### src/rtl/seq_pkg.sv
// Shared types and defaults for the serial word feeder that drives the 1011 detector.
package seq_pkg;

    typedef enum logic {
        IDLE  = 1'b0,
        SHIFT = 1'b1
    } feeder_state_t;

    localparam int FEED_WIDTH_DEF = 8;

endpackage

### src/rtl/feeder_hold_buf.sv
// One-entry holding register with a full flag. A write sets full and a read clears it.
// A write takes priority if both strobes arrive in the same cycle.
module feeder_hold_buf #(
    parameter int WIDTH = 8
) (
    input  logic             clock,
    input  logic             reset,
    input  logic             wr_en,
    input  logic [WIDTH-1:0] wr_data,
    input  logic             rd_en,
    output logic [WIDTH-1:0] rd_data,
    output logic             full
);

    logic [WIDTH-1:0] data_q;

    // Capture the word on write; track occupancy from the write/read strobes.
    always_ff @(posedge clock) begin
        if (reset) begin
            data_q <= '0;
            full   <= 1'b0;
        end else begin
            if (wr_en) begin
                data_q <= wr_data;
            end
            if (wr_en) begin
                full <= 1'b1;
            end else if (rd_en) begin
                full <= 1'b0;
            end
        end
    end

    assign rd_data = data_q;

endmodule

### src/rtl/serial_word_feeder.sv
// Parallel-to-serial feeder, MSB first, with a one-word holding buffer so that
// consecutive words leave with no idle gap between them.
//
//   state | meaning
//   IDLE  | no word in flight; sequence_out sits at IDLE_LEVEL
//   SHIFT | presenting shift_reg MSB; bit_cnt counts bits already sent
module serial_word_feeder
    import seq_pkg::*;
#(
    parameter int WIDTH      = FEED_WIDTH_DEF,
    parameter bit IDLE_LEVEL = 1'b0
) (
    input  logic             clock,
    input  logic             reset,
    input  logic [WIDTH-1:0] data_in,
    input  logic             data_valid,
    output logic             data_ready,
    output logic             sequence_out,
    output logic             bit_valid,
    output logic             word_done,
    output logic             busy
);

    localparam int CNT_W = $clog2(WIDTH);

    feeder_state_t    state;
    feeder_state_t    state_next;
    logic [WIDTH-1:0] shift_reg;
    logic [CNT_W-1:0] bit_cnt;
    logic             hold_full;
    logic [WIDTH-1:0] hold_data;

    logic             transfer;
    logic             last_bit;
    logic             load_in;
    logic             load_hold;
    logic             shift_en;
    logic             hold_wr;
    logic             hold_rd;

    feeder_hold_buf #(
        .WIDTH (WIDTH)
    ) u_hold (
        .clock   (clock),
        .reset   (reset),
        .wr_en   (hold_wr),
        .wr_data (data_in),
        .rd_en   (hold_rd),
        .rd_data (hold_data),
        .full    (hold_full)
    );

    // Ready depends only on the hold flag and reset, never on data_valid.
    assign data_ready = !hold_full && !reset;
    assign transfer   = data_valid && data_ready;
    assign last_bit   = (bit_cnt == CNT_W'(WIDTH - 1));
    assign load_hold  = hold_rd;

    // Next-state and datapath strobes; the last bit decides between refill and idling.
    always_comb begin
        state_next = state;
        load_in    = 1'b0;
        shift_en   = 1'b0;
        hold_wr    = 1'b0;
        hold_rd    = 1'b0;
        case (state)
            IDLE: begin
                if (transfer) begin
                    load_in    = 1'b1;
                    state_next = SHIFT;
                end
            end
            SHIFT: begin
                if (last_bit) begin
                    if (hold_full) begin
                        hold_rd = 1'b1;
                    end else if (transfer) begin
                        load_in = 1'b1;
                    end else begin
                        state_next = IDLE;
                    end
                end else begin
                    shift_en = 1'b1;
                    if (transfer) begin
                        hold_wr = 1'b1;
                    end
                end
            end
            default: state_next = IDLE;
        endcase
    end

    // State register, shift register and bit counter.
    always_ff @(posedge clock) begin
        if (reset) begin
            state     <= IDLE;
            shift_reg <= '0;
            bit_cnt   <= '0;
        end else begin
            state <= state_next;
            if (load_in) begin
                shift_reg <= data_in;
                bit_cnt   <= '0;
            end else if (load_hold) begin
                shift_reg <= hold_data;
                bit_cnt   <= '0;
            end else if (shift_en) begin
                shift_reg <= {shift_reg[WIDTH-2:0], 1'b0};
                bit_cnt   <= bit_cnt + CNT_W'(1);
            end
        end
    end

    // Moore outputs from registered state, forced quiet while reset is high.
    assign bit_valid    = (state == SHIFT) && !reset;
    assign sequence_out = bit_valid ? shift_reg[WIDTH-1] : IDLE_LEVEL;
    assign word_done    = bit_valid && last_bit;
    assign busy         = ((state == SHIFT) || hold_full) && !reset;

endmodule

### config.mk
export PLATFORM = sky130hd
export DESIGN_NAME = serial_word_feeder
export DESIGN_NICKNAME = d
export VERILOG_FILES = /design/src/rtl/seq_pkg.sv /design/src/rtl/feeder_hold_buf.sv /design/src/rtl/serial_word_feeder.sv
export SDC_FILE = /design/constraint.sdc
export NUM_CORES = 1
export LEC_CHECK = 0
export ABC_AREA = 1
export CORE_ASPECT_RATIO = 0.7
export CORE_MARGIN = 4
export CORE_UTILIZATION = 35
export DETAILED_ROUTE_END_ITERATION = 16
export SYNTH_ARGS = -nofsm -noshare
export SYNTH_HDL_FRONTEND = slang
export SYNTH_HIERARCHICAL = 1
export SYNTH_SLANG_ARGS = --single-unit
export TNS_END_PERCENT = 100
### constraint.sdc
create_clock -name clock -period 2 [get_ports clock]
set_input_delay 0.4 -clock clock [delete_from_list [all_inputs] [get_ports clock]]
set_output_delay 0.4 -clock clock [all_outputs]
set_load 0.01 [all_outputs]
After elaboration in Yosys (flattened, before gate mapping)
Cells that the tools add are included.

cells by class
  $add $sub $neg = 1
  equality and inequality tests = 1
  multiplexer cells = 20
  bitwise operators = 1
  reduce and logical (&&, ||, !) cells = 11

operators with widths
  operator                                     number
  two-way mux 8 bit                            3
  two-way mux 1 bit                            15
  logical AND 1 bit                            5
  case mux 1 bit (2 select lines)              2
  adder 3 x 1 -> 3 bit, second input constant  1
  == test 3 bit, second input constant         1
  nonzero test 3 bit                           1
  OR reduction 3 bit                           1
  logical NOT 1 bit                            2
  nonzero test 2 bit                           1
  logical OR 1 bit                             1
  inverter 1 bit                               1

word-level totals
  register bits after elaboration = 21
  bits of input ports = 11
  output and inout bits = 5
  logic and storage cells = 39

Longest topological paths before layout
  word-level depth = 8
  depth in mapped cells = 9

By module
Netlist, hierarchy kept.

by module, submodules not included
  module              instances  cells an instance  area an instance (µm²)
  serial_word_feeder  1          139                895.9
  feeder_hold_buf     1          38                 304.0

Least setup slack after synthesis
No wires, ideal clock.

  path type = reg-to-reg
  from = register bit_cnt[0]
  to = register u_hold.data_q[5], in the netlist u_hold/rd_data[5]
  setup time = 0.116 ns
  data arrival time = 1.661 ns
  data required time = 1.884 ns
  slack = 0.223 ns
  cell stages (with the launch flop) = 8
  buffers on the path = 1
  clock period less this slack = 1.777 ns
  cells stage by stage = dfxtp_1 -> ha_1 -> ha_1 -> clkbuf_8 -> nor3_1 -> inv_2 -> nor2_1 -> nor2_1

between the ends
  cells in the longest elaborated chain, start to end = 3

RTL lines
  item                    line                       source
  start, declared         serial_word_feeder.sv:29   logic [CNT_W-1:0] bit_cnt;
  start signal, assigned  serial_word_feeder.sv:109  bit_cnt <= bit_cnt + CNT_W'(1);
  == test 3 bit           serial_word_feeder.sv:56   assign last_bit = (bit_cnt == CNT_W'(WIDTH - 1));
  two-way mux 1 bit       serial_word_feeder.sv:74   if (last_bit) begin
  two-way mux 1 bit       serial_word_feeder.sv:66   case (state)
  named net hold_wr       serial_word_feeder.sv:38   logic hold_wr;
  end signal, assigned    feeder_hold_buf.sv:24      data_q <= wr_data;
  end, declared           feeder_hold_buf.sv:15      logic [WIDTH-1:0] data_q;

The timed path passes the listed nets, and every way through them passes these cells.
A chain may end at the register's enable or synchronous reset.

Worst setup path after layout
  from = input reset
  to = output sequence_out

between the ends
  cells in the longest elaborated chain, start to end = 3

RTL lines
  item               line                       source
  start, declared    serial_word_feeder.sv:14   input logic reset,
  logical NOT 1 bit  serial_word_feeder.sv:115  assign bit_valid = (state == SHIFT) && !reset;
  logical AND 1 bit  serial_word_feeder.sv:115
  two-way mux 1 bit  serial_word_feeder.sv:116  assign sequence_out = bit_valid ? shift_reg[WIDTH-1] : IDLE_LEVEL;
  end, declared      serial_word_feeder.sv:18   output logic sequence_out,

No other way between the ends.

==> results.md <==
- Final Max Slew Viols: 0
- Nets in the synthesized netlist: 191
- Average footprint of a synthesized cell: slightly below 7 µm²
- Worst-margin pin slew: about 0.21 ns
- Cell Area, Synth: approximately 0.0012 mm²
- Longest Clk Path Bufs: 2
- Net count of the finished layout: 215
- Placed Cells incl. Taps: about 240
- RSZ-0062 raised after global routing: false
- Worst clock skew: roughly 0.0037 ns
- Max Fclk: 533 MHz
- Run status: complete, no violations
- Count of input and output buffers: 15
- Post-Route Utilization: roughly 45%
- Number of global-route vias before repair: roughly 1100
- Clock net sink count: 21
- CTS tree: done
- Final worst path period need: about 1.9 ns
- Total congestion overflow: 0
- CP Class: in2out
- Mapped Cells: 177
- Final hold violation count: 0
- Flop pwr share: approximately half
- Worst setup slack before clock tree synthesis: -0.148 ns
- Mean routed wirelength per cell: between 10 and 15 µm
- N_diodes: 0
- Chip Height: approximately 57 µm
- Initial core utilization: 37.4%
- Kind of capture point of the worst setup path: output port
- End of the worst register-to-register path: u_hold/rd_data[4]
- Origin of the worst min-delay path: u_hold/rd_data[1]
- Die span in x: around 78 µm
- Power density relative to cell area: roughly 660 mW/mm²
- Int Power: between 0.6 and 0.7 mW
- Clock latency of the later-clocked register in the worst-skew pair: approximately 0.26 ns
- Top library cells by usage in the layout, fill and taps aside: sky130_fd_sc_hd__nor2_1, sky130_fd_sc_hd__nand2_1, sky130_fd_sc_hd__inv_1
- Share of cells above drive strength 1: 12.5%
- Number of max-cap violations: 0
- Largest fanout on the critical path: 2
- Total of warnings raised by yosys: 6
- Routed Wire Length: 2760 µm
- Detailed-router iteration count before antenna repair: 5
- Standard-cell rows: 17
- Clock network fraction of design power: 29.2%
- Hold worst-path end: u_hold/rd_data[1]
- Length in cells of the worst reg-to-reg path: 8
- Global-route wire length before repair: 4770 µm
- HPWL reported at the end of detailed placement: ~2100 µm
- Leak pwr: 0.687 nW
- Hold-fix buffers, CTS: 0
- Post-route DRC violation count: 0
- Peak supply drop: 0.377 mV
- Largest net degree at the start of global routing: 16
- CTS Root Buffer Type: sky130_fd_sc_hd__clkbuf_8
- Net Sw Frac: between 20 and 30%
- Critical path arrival: approximately 1.5 ns
- Hold depth: 2
- Layout-stage area growth over the synthesis result: 21.7%
- Reg-to-reg setup timing slack: about 0.31 ns
- Setup TNS after final layout: 0 ns
- Design Power: between 0.9 and 1 mW
- Vias: 1142
- H-Tree Depth: 1
- Number of unique standard cell types used by synthesis: 20
- Global router's overall resource usage: a little over an eighth
- Register area share after synthesis: a little over a third
- Nature of the critical path startpoint: primary input
- Core area: around 0.0032 mm²
- Reported net switching power: ~0.28 mW
- Number of non-filler instances in the completed layout: about 250
- Ratio of routed vias to standard cells: between 4 and 5
- Commonest non-fill, non-tap cell in the layout: sky130_fd_sc_hd__nor2_1
- Type of the worst min-delay path: reg2reg
- Worst Slack Setup Final: between 0.1 and 0.15 ns
- Required time worst endpoint: 1.60 ns
- Number of antenna violations at the first check in global routing: 0
- Detailed Route Iter0 Violations: 54
- R2R Path Start: bit_cnt[0]
- Ratio of final minimum period to clock period: around 94%
- Remaining antenna violation count: 0
- CTS Buf Count: 3
- Relative slew slack: a little under nine tenths
- Number of setup violations in the final report: 0
- I/O pin count: 16
- GPL Wtd Cong: roughly 0.74
- Share of total power in combinational logic: between 20% and 30%
- #FFs+latches synth: 21
- Clock slew at the register clock pins of the worst setup and hold paths: roughly 0.070 ns
- Total Die Area: ~0.0044 mm²
[what timing repair did]
item | in CTS | in global routing
cloned | 0 | 0
endpoints found under the setup margin | 5 | 8
buffers inserted | 2 | 0
pin swaps | 1 | 1
resized for setup | 5 | 5
[layer usage]
| metal | GRT usage [%] | share of wire, % | up-vias |
|---|---|---|---|
| met5 | 0 | 0 | - |
| met4 | 2.99 | 0.94 | 0 |
| met3 | 4.26 | 5.9 | 4 |
| met2 | 19.5 | 41 | 36 |
| met1 | 19.1 | 52 | 503 |
| li1 | - | - | 599 |
[critical path: stages]
cell	delay, ns
sky130_fd_sc_hd__clkdlybuf4s50_1	0.45
sky130_fd_sc_hd__nor2_1	0.16
sky130_fd_sc_hd__buf_4	0.12
sky130_fd_sc_hd__buf_4	0.08
sky130_fd_sc_hd__inv_1	0.03
sky130_fd_sc_hd__nor2_1	0.08
sky130_fd_sc_hd__clkbuf_2	0.14
[Yosys cell counts]
master | number | share of area, %
sky130_fd_sc_hd__o21ai_0 | 15 | 6.3
sky130_fd_sc_hd__clkbuf_8 | 1 | 1.1
sky130_fd_sc_hd__nand3_4 | 2 | 2.9
sky130_fd_sc_hd__nand2_4 | 2 | 1.9
sky130_fd_sc_hd__dfxtp_1 | 21 | 35
sky130_fd_sc_hd__nand4_1 | 15 | 7.8
sky130_fd_sc_hd__xor2_1 | 1 | 0.73
sky130_fd_sc_hd__buf_6 | 3 | 2.8
sky130_fd_sc_hd__inv_2 | 2 | 0.63
sky130_fd_sc_hd__inv_1 | 25 | 7.8
sky130_fd_sc_hd__o21ai_1 | 1 | 0.42
sky130_fd_sc_hd__buf_2 | 1 | 0.42
sky130_fd_sc_hd__nor2_1 | 48 | 15
sky130_fd_sc_hd__buf_4 | 1 | 0.63
sky130_fd_sc_hd__nand2_1 | 31 | 9.7
sky130_fd_sc_hd__ha_1 | 3 | 3.1
sky130_fd_sc_hd__nor3_1 | 1 | 0.42
sky130_fd_sc_hd__nor2_4 | 2 | 1.9
sky130_fd_sc_hd__a21oi_2 | 1 | 0.73
sky130_fd_sc_hd__nand3b_1 | 1 | 0.63
[worst max path at each step]
stage | cells after the start | slack [ns] | end | startpoint
after floorplan | 7 | 0.22 | u_hold/rd_data[5] | bit_cnt[0]
after global placement | 10 | -0.17 | u_hold/rd_data[1] | reset
after detailed placement | 10 | -0.15 | u_hold/rd_data[1] | reset
after CTS | 7 | 0.01 | sequence_out | reset
after global routing | 7 | 0.04 | word_done | reset
final | 7 | 0.13 | sequence_out | reset
[cell type report]
type | instances | area, µm²
clock buffer | 4 | 45.0
tap | 47 | 58.8
timing repair buffer | 25 | 211
fill | 316 | 1750
sequential | 21 | 420
multi-input combinational | 123 | 623
inverter | 27 | 101
[cell families after synthesis]
family	synth area share [%]
adder cells (fa/ha/maj)	3.13
XOR/XNOR	0.730
flip-flops	35.0
AO/OA/AOI/OAI	7.40
buffers and inverters	13.5
AND/OR/NAND/NOR	40.2
[stage by stage]
stage	hold WS (ns)	area, µm²
after detailed placement	0.494	1410
after floorplan	0.462	1200
final	0.513	1460
after global placement	0.479	1410
after global routing	0.557	1460
after CTS	0.515	1460
[power by group through the flow]
stage / Combinational [mW] / Clock (mW) / Sequential, mW
final: 0.211 / 0.280 / 0.468
after global routing: 0.242 / 0.309 / 0.472
after CTS: 0.211 / 0.296 / 0.468
after detailed placement: 0.210 / 0 / 0.478
after global placement: 0.206 / 0 / 0.476
after floorplan: 0.146 / 0 / 0.474
Power figures use the tool's default switching activity.
